**src/rtl/uart_tx_buf.sv**
```systemverilog
// rtl/uart_tx_buf.sv - byte FIFO feeding an 8N1 UART transmitter
module uart_tx_buf #(
    parameter int CLK_DIV    = 434,
    parameter int FIFO_DEPTH = 8
) (
    input  logic                          i_clk,
    input  logic                          i_rst,
    input  logic                          i_wr_en,
    input  logic [7:0]                    i_wr_data,
    output logic                          o_full,
    output logic [$clog2(FIFO_DEPTH):0]   o_level,
    output logic                          o_busy,
    output logic                          o_uart_tx
);

    localparam int AW = $clog2(FIFO_DEPTH);
    localparam int LW = AW + 1;
    localparam logic [15:0] BAUD_RELOAD = 16'(CLK_DIV - 1);

    typedef enum logic [1:0] {
        S_IDLE,
        S_START,
        S_DATA,
        S_STOP
    } state_t;

    state_t          r_state;
    state_t          w_state_nxt;
    logic [7:0]      r_mem [FIFO_DEPTH];
    logic [AW-1:0]   r_wr_ptr;
    logic [AW-1:0]   r_rd_ptr;
    logic [LW-1:0]   r_level;
    logic [15:0]     r_baud;
    logic [2:0]      r_bit_idx;
    logic [7:0]      r_shift;
    logic            r_tx;
    logic            w_full;
    logic            w_nonempty;
    logic            w_push;
    logic            w_pop;
    logic            w_bit_end;

    // Fullness is judged from the level count, so equal pointers are never ambiguous.
    assign w_full     = (r_level == LW'(FIFO_DEPTH));
    assign w_nonempty = (r_level != '0);
    assign w_push     = i_wr_en && !w_full;
    assign w_bit_end  = (r_baud == 16'd0);

    assign o_full    = w_full;
    assign o_level   = r_level;
    assign o_busy    = (r_state != S_IDLE) || w_nonempty;
    assign o_uart_tx = r_tx;

    // Next-state logic; a pop happens whenever a new frame is launched.
    always_comb begin
        w_state_nxt = r_state;
        w_pop       = 1'b0;
        case (r_state)
            S_IDLE: begin
                if (w_nonempty) begin
                    w_pop       = 1'b1;
                    w_state_nxt = S_START;
                end
            end
            S_START: begin
                if (w_bit_end) begin
                    w_state_nxt = S_DATA;
                end
            end
            S_DATA: begin
                if (w_bit_end && (r_bit_idx == 3'd7)) begin
                    w_state_nxt = S_STOP;
                end
            end
            S_STOP: begin
                if (w_bit_end) begin
                    if (w_nonempty) begin
                        w_pop       = 1'b1;
                        w_state_nxt = S_START;
                    end else begin
                        w_state_nxt = S_IDLE;
                    end
                end
            end
            default: w_state_nxt = S_IDLE;
        endcase
    end

    // FSM state register.
    always_ff @(posedge i_clk or negedge i_rst) begin
        if (!i_rst) begin
            r_state <= S_IDLE;
        end else begin
            r_state <= w_state_nxt;
        end
    end

    // FIFO storage; contents need no reset because the level gates every read.
    always_ff @(posedge i_clk) begin
        if (w_push) begin
            r_mem[r_wr_ptr] <= i_wr_data;
        end
    end

    // FIFO pointers and level; a dropped write leaves all of them untouched.
    always_ff @(posedge i_clk or negedge i_rst) begin
        if (!i_rst) begin
            r_wr_ptr <= '0;
            r_rd_ptr <= '0;
            r_level  <= '0;
        end else begin
            if (w_push) begin
                r_wr_ptr <= r_wr_ptr + AW'(1);
            end
            if (w_pop) begin
                r_rd_ptr <= r_rd_ptr + AW'(1);
            end
            case ({w_push, w_pop})
                2'b10:   r_level <= r_level + LW'(1);
                2'b01:   r_level <= r_level - LW'(1);
                default: r_level <= r_level;
            endcase
        end
    end

    // Baud timing, shift register and the registered serial line.
    always_ff @(posedge i_clk or negedge i_rst) begin
        if (!i_rst) begin
            r_tx      <= 1'b1;
            r_shift   <= '0;
            r_baud    <= '0;
            r_bit_idx <= '0;
        end else if (w_pop) begin
            r_shift   <= r_mem[r_rd_ptr];
            r_tx      <= 1'b0;
            r_baud    <= BAUD_RELOAD;
            r_bit_idx <= '0;
        end else if (r_state != S_IDLE) begin
            if (!w_bit_end) begin
                r_baud <= r_baud - 16'd1;
            end else begin
                case (r_state)
                    S_START: begin
                        r_tx   <= r_shift[0];
                        r_baud <= BAUD_RELOAD;
                    end
                    S_DATA: begin
                        r_baud <= BAUD_RELOAD;
                        if (r_bit_idx == 3'd7) begin
                            r_tx <= 1'b1;
                        end else begin
                            r_tx      <= r_shift[1];
                            r_shift   <= {1'b0, r_shift[7:1]};
                            r_bit_idx <= r_bit_idx + 3'd1;
                        end
                    end
                    S_STOP: begin
                        r_tx   <= 1'b1;
                        r_baud <= '0;
                    end
                    default: r_tx <= 1'b1;
                endcase
            end
        end
    end

endmodule

```
**config.mk**
```make
export PLATFORM = sky130hd
export DESIGN_NAME = uart_tx_buf
export DESIGN_NICKNAME = d
export VERILOG_FILES = /design/src/rtl/uart_tx_buf.sv
export SDC_FILE = /design/constraint.sdc
export NUM_CORES = 1
export LEC_CHECK = 0
export ABC_CLOCK_PERIOD_IN_PS = 3250
export CAP_MARGIN = 10
export CORE_ASPECT_RATIO = 1.75
export CORE_MARGIN = 3
export CORE_UTILIZATION = 45
export CTS_BUF_LIST = sky130_fd_sc_hd__clkbuf_8
export DETAILED_ROUTE_END_ITERATION = 10
export PLACE_DENSITY = 0.69
export SLEW_MARGIN = 0
export SYNTH_ARGS = -nofsm -noshare
export SYNTH_HDL_FRONTEND = slang
export SYNTH_SLANG_ARGS = --single-unit
export TNS_END_PERCENT = 5
```
**constraint.sdc**
```tcl
create_clock -name i_clk -period 3.25 [get_ports i_clk]
set_clock_uncertainty 0.05 [all_clocks]
set_input_delay 0.975 -clock i_clk [delete_from_list [all_inputs] [get_ports i_clk]]
set_output_delay 0.975 -clock i_clk [all_outputs]
set_load 0.1 [all_outputs]
```
# After elaboration in Yosys (flattened, before gate mapping)
# Memories as Yosys holds them, arrays and structs flattened.
# Cells that the tools add are included.
# W data, S select, Z words.
op_classes:
  add_sub_neg: 6
  mux: 31
  eq_ne: 13
  n_reduce_logical: 17
ops:
  columns: ["cell", "count"]
  rows:
  - ["$mux W16", 3]
  - ["$mux W8", 5]
  - ["$pmux W16 S2", 1]
  - ["$logic_not A16 Y1", 1]
  - ["$sub A16 B1 Y16 const B", 1]
  - ["$mux W3", 5]
  - ["$ne A2 B2 Y1 const B", 5]
  - ["$reduce_bool A2 Y1", 5]
  - ["$add A3 B1 Y3 const B", 3]
  - ["$mux W1", 9]
  - ["$mux W2", 4]
  - ["$pmux W2 S4", 1]
  - ["$pmux W4 S2", 1]
  - ["$reduce_and A4 Y1", 2]
  - ["$eq A2 B2 Y1 const B", 3]
  - ["$add A4 B1 Y4 const B", 1]
  - ["$eq A2 B1 Y1 const B", 2]
  - ["$eq A4 B4 Y1 const B", 1]
  - ["$ne A4 B3 Y1 const B", 1]
  - ["$pmux W1 S2", 2]
  - ["$reduce_and A2 Y1", 2]
  - ["$reduce_bool A4 Y1", 1]
  - ["$sub A4 B1 Y4 const B", 1]
  - ["$eq A3 B3 Y1 const B", 1]
  - ["5 further kinds", 6]
totals:
  in_bits: 11
  mem_count: 1
  elab_cells: 76
  ff_bits: 40
  out_inout_bits: 7
  ram_bits: 64
memory_table:
  columns: ["memory", "depth", "width", "rd", "rd_ports_with_merged_regs", "wr", "line_no", "rtl"]
  rows:
  - ["r_mem", 8, 8, 1, 0, 1, "29", "logic [7:0] r_mem [FIFO_DEPTH];"]

# Longest topological paths before layout
depth:
  word_depth: 6
  mapped_depth: 14
  mapped_depth_nobuf: 13

# Worst setup path after synthesis
# OpenSTA, ideal clock, no wires.
synth_timing:
  path_type: "register to output"
  start: "register r_level[1], in the netlist o_level[1]"
  end: "output port o_busy"
  path_stages_with_launch: 4
  arrival_ns: 2.258
  n_path_buf: 1
  setup_slack_ns: -0.033
  cell_sequence: "dfrtp_1 > clkbuf_1 > nor4_2 > nand2_1"
synth_between:
  elab_chain_cells: 2
synth_rtl:
  columns: ["element", "line_no", "rtl"]
  rows:
  - ["start: declaration", "32", "logic [LW-1:0] r_level;"]
  - ["start signal: assignment", "119", "2'b10: r_level <= r_level + LW'(1);"]
  - ["start signal: assignment", "120", "2'b01: r_level <= r_level - LW'(1);"]
  - ["start signal: assignment", "121", "default: r_level <= r_level;"]
  - ["$reduce_bool A4 Y1", "45", "assign w_nonempty = (r_level != '0);"]
  - ["$logic_or A1 B1 Y1", "51", "assign o_busy = (r_state != S_IDLE) || w_nonempty;"]
  - ["end: declaration", "12", "output logic o_busy,"]
# No other way between the ends.

# Worst setup path after layout
layout_timing:
  start: "register r_baud[1]"
  end: "register r_level[2], in the netlist o_level[2]"
layout_between:
  elab_chain_cells: 5
  word_cells_on_any_way: 7
  cone_classes: "eq/ne (2); mux (3); reduce/logical (2)"
layout_rtl:
  columns: ["element", "line_no", "rtl"]
  rows:
  - ["start: declaration", "33", "logic [15:0] r_baud;"]
  - ["start signal: assignment", "140", "r_baud <= r_baud - 16'd1;"]
  - ["$logic_not A16 Y1 *", "47", "assign w_bit_end = (r_baud == 16'd0);"]
  - ["$mux W1 *", "76", "if (w_bit_end) begin"]
  - ["$pmux W1 S2 *", "58", "case (r_state)"]
  - ["$eq A2 B1 Y1 or $eq A2 B2 Y1 (tied branches)", "118", "case ({w_push, w_pop})"]
  - ["$pmux W4 S2 or $reduce_bool A2 Y1 (tied branches)", null, null]
# Mark *: on every way between the ends. The rest lies on a longest branch, timed or not.
# A chain may end at the register's enable or synchronous reset.

==> run_results.csv <==
group,metric,value,unit
clock_tree,ctsHoldBuffers,0,
synthesis,postSynthAreaPerCell,14.44,sq um
clock_tree,clk_latency,360,ps
synthesis,synthArstFlopShare,0.3846,
finish,drive_above_1_share,0.2011,
worst_setup_path,cp_num_buf_inv,2,
floorplan,ios,18,
grt,track_usage,0.1613,
synthesis,synth-simple-area-share,0.1017,
status,status,"finished, final reports clean",
pwr,p_leak,0.001996,uW
finish,num-fill-cells,852,
synthesis,yosysSeqAreaShare,0.6174,
finish,mostFrequentLayoutCells,"edfxtp_1, dfrtp_1, mux2i_1, buf_4",
worst_setup_path,crit_path_cell_trace,"inv_1 -> ha_1 -> or3b_2 -> nor4_4 -> a21oi_2 -> nor3_4 -> buf_4 -> ha_1 -> a21oi_1 -> xor2_1 -> nor2_1 -> xor2_1",
synthesis,synth_top_family_by_area,"multiplexers",
clock_tree,cts_buffers,9,
pwr,power.density,880.8,mW/mm^2
synthesis,post_synth_num_cell_types,55,
timing,tightestPinTransition,1051,ps
synthesis,synth_flop_cell,"edfxtp_1",
timing,whs,483.6,ps
floorplan,initial_core_util,0.4694,
clock_tree,post-cts-setup-buffer-count,0,
floorplan,core_area,0.01009,sq mm
finish,diodes,0,
hold_path,min_path_type,"reg -> reg",
timing,finalSetupViolations,0,
detailed_routing,drt-initial-drc-count,139,
timing,fin_tns_setup,0,ps
detailed_routing,drc,0,
timing,finalWorstSetupSlack,195.8,ps
synthesis,synth_edf_count,64,
grt,overflow,0,
finish,syn_to_final_growth,13.74,%
worst_setup_path,critPathCaptureType,"flop",
clock_tree,cts_tree,"done",
floorplan,rows,48,
clock_tree,clk_path_buf_depth,2,
grt,grt_first_pass_wirelength,15.11,mm
worst_setup_path,cp.required,3490,ps
pwr,ir_worst_vdd,0.5630,mV
synthesis,syn_area,0.004736,sq mm
floorplan,die_area,0.01184,sq mm
detailed_routing,via_per_inst,5.817,
place,gp_congestion,0.8347,
worst_setup_path,start_kind,"flop",
timing,max_slew_margin,0.2932,
synthesis,synth_compound_area_frac,0.07583,
worst_setup_path,cpMaxStageDelayCell,"or3b_2",
grt,antenna_found_initial,0,
worst_setup_path,cp_max_fo,14,
detailed_routing,num_vias,2868,
pwr,finalPower,4745,uW
finish,layout_commonest_cell,"edfxtp_1",
synthesis,synth_warnings,0,
synthesis,synth_nets,352,
detailed_routing,wl_per_cell,17.98,um
worst_setup_path,critPathArrivalTime,3300,ps
floorplan,die-width,83.55,um
clock_tree,numClockSinks,104,
timing,fmax,327.4,MHz
synthesis,synthAdderAreaFrac,0.03435,
clock_tree,path_clk_slew,100,ps
timing,rsz0062_at_grt,"false",
floorplan,fp.dieH,141.7,um
clock_tree,h-tree-depth,3,
synthesis,synth_xor_area_frac,0.01823,
flow_run,maxCapViolCount,0,
worst_setup_path,max_stage_delay,540,ps
synthesis,synth_cells,328,
finish,final_nets,387,
worst_setup_path,cp_top_family,"simple AND/OR/NAND/NOR gates",
timing,post-route-period-util,0.9398,
detailed_routing,wirelength,8.865,mm
grt,grt_pass1_vias,3056,
worst_setup_path,critPathKind,"reg -> reg",
place,io_buffers,17,
synthesis,synth.area.mux_share,0.1337,
grt,grt_start_max_net_pins,41,
detailed_routing,ant_nets,0,
timing,hold_violations,0,
place,dpl.hpwl,6.424,mm
synthesis,yosys_register_bits,104,
detailed_routing,drt_pass1_iterations,4,
timing,slew_viol_final,0,
timing,fin_crit,3054,ps
place,place_ws,77.98,ps
clock_tree,clockRootBuffer,"clkbuf_8",
==> repair_timing <==
action,in CTS,in global routing
setup endpoints to repair,0,1
resized for setup,0,2
endpoints found under the hold margin,0,0
==> cells in the mapped netlist, types with 3 or more instances <==
library cell | number | share of area
edfxtp_1 | 64 | 0.41
dfrtp_1 | 39 | 0.21
mux2i_1 | 25 | 0.053
nand2_1 | 22 | 0.017
nor2_1 | 21 | 0.017
mux4_2 | 16 | 0.076
o21ai_0 | 15 | 0.016
a21oi_1 | 14 | 0.015
ha_1 | 13 | 0.034
inv_1 | 8 | 0.0063
nand2b_1 | 6 | 0.0079
nor3_1 | 6 | 0.0063
xor2_1 | 5 | 0.0092
a31oi_1 | 4 | 0.0053
clkbuf_1 | 4 | 0.0032
nor4_1 | 4 | 0.0053
nand4_1 | 3 | 0.0040
o31a_1 | 3 | 0.0055
or4_1 | 3 | 0.0048
xnor2_1 | 3 | 0.0055
==> final cells by class <==
| type | count | area [sq um] | share of cell area |
|---|---|---|---|
| Inverter | 8 | 30.03 | 0.005575 |
| Sequential cell | 104 | 2924 | 0.5429 |
| Clock buffer | 9 | 123.9 | 0.02300 |
| Clock inverter | 7 | 126.4 | 0.02346 |
| Multi-Input combinational cell | 206 | 1738 | 0.3226 |
| Tap cell | 125 | 156.4 | 0.02904 |
| Timing Repair Buffer | 34 | 287.8 | 0.05343 |
==> path summary, 6_finish.rpt <==
kind	startpoint	to	slack [ps]	cells after the start
worst max-delay path	r_baud[1]$_DFFE_PN0P_	o_level[2]$_DFFE_PN0P_	200	12
worst min-delay path	r_baud[15]$_DFFE_PN0P_	r_baud[15]$_DFFE_PN0P_	480	1
worst max register to register	r_baud[1]$_DFFE_PN0P_	o_level[2]$_DFFE_PN0P_	200	12
worst min register to register	r_baud[15]$_DFFE_PN0P_	r_baud[15]$_DFFE_PN0P_	480	1
max in group asynchronous	i_rst	r_baud[8]$_DFFE_PN0P_	1870	1
min in group asynchronous	i_rst	r_baud[13]$_DFFE_PN0P_	690	1
==> state kept, by name (all words and copies together) (netlist names) <==
signal,flops
o_uart_tx,1
r_bit_idx,3
r_state,2
r_wr_ptr,3
r_baud,16
r_shift,8
o_level,4
r_rd_ptr,3
r_mem,64
==> kinds of logic (layout without fill, tap and decap cells) <==
kind of cell,after synthesis,in the layout
mux,43,43
xor+xnor,9,9
buf+inv,18,58
simple gates,86,86
fa+ha+maj,13,13
flops,104,104
compound gates,55,55
==> metal layers <==
metal  GRT usage  routed length, um  up-vias  share of wire
met1      0.1708               3275     1457           0.37
met2      0.3113               5167       55           0.58
met4     0.06949                209        0          0.024
met5           0                  0        -              0
met3     0.02557                213       17          0.024
li1            -                  -     1339              -
==> report_power, final <==
| group | switching, uW | internal, uW | total (uW) | leakage (uW) |
|---|---|---|---|---|
| sequential | 291 | 1690 | 1980 | 0.00107 |
| clock | 447 | 521 | 968 | 0.000122 |
| combinational | 1020 | 777 | 1790 | 0.000807 |
| total | 1750 | 2990 | 4740 | 0.00200 |
==> stage by stage <==
stage	utilization	instance area [sq um]	cells
final	0.5339	5386	493
after global routing	0.5339	5386	493
after CTS	0.5326	5374	493
after detailed placement	0.5078	5124	477
after global placement	0.5078	5124	477
after floorplan	-	4738	328
Note: power is estimated with default switching activity, not from simulation.
==> RTL change 1 (config.mk and constraints unchanged) <==
`FIFO_DEPTH`: 8 -> 16.
--- a/src/rtl/uart_tx_buf.sv
+++ b/src/rtl/uart_tx_buf.sv
@@ -1,7 +1,7 @@
 // rtl/uart_tx_buf.sv - byte FIFO feeding an 8N1 UART transmitter
 module uart_tx_buf #(
     parameter int CLK_DIV    = 434,
-    parameter int FIFO_DEPTH = 8
+    parameter int FIFO_DEPTH = 16
 ) (
     input  logic                          i_clk,
     input  logic                          i_rst,
Interface: changed (resized o_level); port bits go from 18 to 19. The function was not compared with the original's and may differ.
==> RTL change 1 against the original RTL <==
- total power is 9.5% higher
- area after synthesis is 61% higher
- worst setup slack better by 41 ps
- count of clock-buffer cells in the layout is 8 higher
- sequential cell count is 67 higher
- synthesized cell count is 53% higher
- core utilization is 1.1 points lower
- global-route usage is 1.0 points higher
- worst hold slack worse by 57 ps
- critical path depth is 7 lower
- via count is 48% higher
- wire length is 69% higher
- final area is 60% higher
- critical path type is now reg -> out
- critical endpoint is now o_busy
- largest power group unchanged
- highest routed layer unchanged
==> RTL change 1: results (changes against the original RTL) <==
* Relative slew slack at 0.5305 (+0.2373)
* Final hold slack at 426.3 ps (-57.39 ps)
* Antenna violations before repair at 0 (unchanged)
* Vias in the first global route at 4528 (+48%)
* Post-synthesis cell type count at 62 (+13%)
* Post-cts resize count at 0 (unchanged)
* WL final at 15010 um (+69%)
* Total GRT Usage at 0.1713 (+0.01002)
* Routed len/inst at 19.16 um (+6.6%)
* Max Root-Sink Buffers at 2 (unchanged)
* # fillers at 1367 (+60%)
* Outcome: completed
* R2R depth at 14 (+2)
* Syn_nets at 529 (+50%)
* Ys async rst share at 0.2515 (-0.1332)
* P_leak at 3.121 nW (+56%)
* Yosys warning count at 0 (unchanged)
* 1st-pass router iterations at 4 (unchanged)
* CP Max Fanout at 16 (+2)
* TritonCTS buffer count at 17 (+8)
* Root Buffer: clkbuf_8
* WP data arrival at 1990 ps (-1310 ps)
* GP Congestion at 0.8294 (-0.63%)
* Register area share after synthesis at 0.6453 (+0.02785)
* Syn Area/Cell at 15.22 um2 (+5.4%)
* Routed via count at 4239 (+48%)
* Largest net degree at the start of global routing at 30 (-27%)
* # H-tree levels at 4 (+1)
* Worst-path clk slew at 90 ps
* PortBufs at 18 (+1)
* Synth top cells by count: edfxtp_1 (128), dfrtp_1 (42), nor2_1 (32)
* Place WS at 156.7 ps (+78.69 ps)
* Layout cells sized above 1 at 0.2218 (+0.02074)
* Reg2reg start: r_baud[0]
* Placed Instances at 751 (+57%)
* Regs by FF count: r_mem (128), r_baud (16), r_shift (8)
* DR iter-0 viols at 187 (+35%)
* Placed inst area at 8193 um2 (+60%)
* Ranking of synthesized cells by area: edfxtp_1 (50%), dfrtp_1 (14%), mux4_2 (7.7%)
* Worst skew pair latency at 450 ps (+90 ps)
* Peak VDD IR at 0.3177 mV (-44%)
* Setup slack, reg-to-reg at 370 ps (+170 ps)
* Nets at 574 (+48%)
* Number of antenna diodes at 0 (unchanged)
* First-pass GRT wire length at 24070 um (+59%)
* EDFF count, synth at 128 (+100%)
* HPWL Detailed at 10590 um (+65%)
* Setup repair bufs after CTS at 0 (unchanged)
* Min-delay worst type: in -> async
* Worst r2r dst: o_level[4]
-- RTL change 1: report_power, final --
group | total (mW) | switching, mW | internal (mW)
Clock | 1.62 | 0.717 | 0.905
Combinational | 0.853 | 0.582 | 0.271
Sequential | 2.72 | 0.146 | 2.57
Total | 5.20 | 1.44 | 3.75
-- RTL change 1: layout make-up --
cell class	count	area, um2	area share
Inverter	12	45.04	0.005218
Timing Repair Buffer	50	420.4	0.04870
Clock inverter	15	205.2	0.02377
Clock buffer	17	234.0	0.02711
Multi-Input combinational cell	294	2521	0.2921
Sequential cell	171	4926	0.5707
Tap cell	224	280.3	0.03247
-- RTL change 1: cells by family after synthesis --
logic type,Yosys count,share of synthesized area
mux,62,0.1255
fa+ha+maj,17,0.02789
xor+xnor,15,0.01821
simple gates,127,0.09303
buf+inv,36,0.02494
flops,171,0.6453
compound gates,73,0.06514
-- RTL change 1: critical path, cell delays in order (launching register included) --
cell,delay [ps]
dfrtp_1,420
inv_1,140
ha_1,260
buf_4,260
nand3_1,220
buf_12,230
-- RTL change 1: how the worst max path moves through the flow --
stage / from / to / slack, ps
after floorplan: o_level[1] / o_level[4] / 0.4
after global placement: i_wr_en / o_level[4] / 180
after detailed placement: i_wr_en / o_level[4] / 160
after CTS: r_state[1] / o_busy / 200
after global routing: r_state[0] / o_busy / 130
final: r_state[1] / o_busy / 240
-- RTL change 1: routing by layer --
layer | vias up | global-route usage | share of wire
met5 | - | 0 | 0
met4 | 0 | 0.07266 | 0.026
met3 | 21 | 0.03586 | 0.024
met2 | 61 | 0.3304 | 0.58
met1 | 2146 | 0.1773 | 0.37
li1 | 2011 | - | -
==> RTL change 2 (same flow settings) <==
Without the edit above. Put one more register stage on the output `o_level`. The value now appears one clock later. The other outputs are not delayed to match.
--- a/src/rtl/uart_tx_buf.sv
+++ b/src/rtl/uart_tx_buf.sv
@@ -47,7 +47,9 @@
     assign w_bit_end  = (r_baud == 16'd0);
 
     assign o_full    = w_full;
-    assign o_level   = r_level;
+    always_ff @(posedge i_clk) begin
+        o_level <= r_level;
+    end
     assign o_busy    = (r_state != S_IDLE) || w_nonempty;
     assign o_uart_tx = r_tx;
 
Behaviour: not the same (Yosys sat finds a counterexample within 4 cycles, from zero or initial values and one cycle with i_rst low).
==> RTL change 2 against the original RTL <==
- die area up 2.2%
- wire length about the same
- total power down 1.6%
- worst setup slack better by 180 ps
- final area up 0.21%
- sequential power up 5%
- area after synthesis up 2.4%
- first-iteration DRC count up 24%
- core utilization down 1.6 points
- synthesized cell count up 4.6%
- sequential cell count up 4
- critical path depth down 1
==> RTL change 2: results (changes against the original RTL) <==
* Total GRT Usage at 0.1606 (-0.0006850)
* DR iter-0 viols at 172 (+24%)
* Synth top cells by count: edfxtp_1 (64), dfrtp_1 (39), mux2i_1 (25)
* Yosys warning count at 0 (unchanged)
* HPWL Detailed at 6183 um (-3.7%)
* Post-synthesis xor/xnor area fraction at 0.01626 (-0.001972)
* Hold-critical path depth at 0 (-1)
* GP Congestion at 0.8442 (+1.1%)
* # fillers at 899 (+5.5%)
* Relative slew slack at 0.3798 (+0.08657)
* Adder-cell share of the synthesized area at 0.03355 (-0.0007977)
* Worst skew pair latency at 370 ps
* Vias/cell at 5.710 (-1.8%)
* P_leak at 2.049 nW (+2.7%)
* R2R depth at 11 (-1)
* Reg2reg start: r_baud[10]
* Layout cells sized above 1 at 0.1751 (-0.02602)
* WP data arrival at 3080 ps (-220 ps)
* Register area share after synthesis at 0.6196 (+0.002176)
* CP Max Fanout at 5 (-9)
* Peak VDD IR at 0.4864 mV (-14%)
* CP max stage cell: nor4_1
* Setup TNS at 0 ps (unchanged)
* Post-synthesis cell type count at 55 (unchanged)
* Slowest stage delay, CP at 460 ps (-80 ps)
* Worst hold endpoint: o_level[3]
* Ys async rst share at 0.3704 (-0.01425)
* Worst setup path end: r_level[2]
* HP Start: r_level[3]
* Setup slack, reg-to-reg at 380 ps (+180 ps)
* Synth Area in Compound Gates at 0.07045 (-0.005374)
* Syn_nets at 367 (+4.3%)
* WL met3 at 239 um (+12%)
* Met1 WL at 3589 um (+9.6%)
* Worst-path clk slew at 110 ps
* Regs by FF count: r_mem (64), r_baud (16), r_shift (8)
* First-pass GRT wire length at 15210 um (+0.68%)
* 1st-pass router iterations at 4 (unchanged)
* Post-synthesis mux area share at 0.1329 (-0.0007824)
* Nets at 396 (+2.3%)
* # H-tree levels at 3 (unchanged)
* Placed inst area at 5202 um2 (+1.5%)
* Routed len/inst at 17.58 um (-2.2%)
* Ranking of synthesized cells by area: edfxtp_1 (40%), dfrtp_1 (20%), mux4_2 (7.4%)
* Outcome: completed
* Critical path type: reg -> reg
* Detailed route wirelength on metal2 at 4896 um (-5.2%)
* Vias in the first global route at 3073 (+0.56%)
## RTL change 2: cell count changes after synthesis, sizes merged, moves of 3 or more
cell / unedited run / this run
nor3: 7 / 16
nand4: 3 / 0
a21o: 0 / 4
nor2: 21 / 24
dfxtp: 0 / 4
a21oi: 15 / 9
o21ai: 15 / 21
## RTL change 2: cell families (layout without fill, tap and decap cells)
| group | count (synthesis) | count (layout) |
|---|---|---|
| compound gates | 53 | 53 |
| xor+xnor | 9 | 9 |
| fa+ha+maj | 13 | 13 |
| buf+inv | 20 | 54 |
| flops | 108 | 108 |
| mux | 44 | 44 |
| simple gates | 96 | 96 |
## RTL change 2: power by group
group / total, mW / switching (mW) / internal, mW
Clock: 0.801 / 0.493 / 0.308
Combinational: 1.79 / 1.02 / 0.769
Sequential: 2.08 / 0.293 / 1.78
Total: 4.67 / 1.81 / 2.86
## RTL change 2: layout make-up
class                      count  area [um2]  share of cell area
clock buffer                   9       123.9             0.02295
clock inverter                 7       71.32             0.01321
inverter                       6       22.52            0.004172
multi-input combinational    215        1744              0.3231
sequential                   108        3004              0.5566
tap                          127       158.9             0.02944
timing repair buffer          32       272.8             0.05053
## RTL change 2: through the flow
| stage | worst slack [ps] | hold WS [ps] | std cells |
|---|---|---|---|
| finish | 375.5 | 426.1 | 504 |
| global route | 129.5 | 442.1 | 504 |
| CTS | 363.4 | 428.2 | 504 |
| detailed placement | 161.8 | 400.9 | 488 |
| global placement | 255.9 | 396.7 | 488 |
| floorplan | 219.3 | 295.4 | 343 |
## RTL change 2: routing by layer
metal | global-route usage | vias up
met5 | 0 | -
met4 | 0.05838 | 0
met3 | 0.02639 | 11
met2 | 0.2985 | 57
met1 | 0.1852 | 1445
li1 | - | 1365
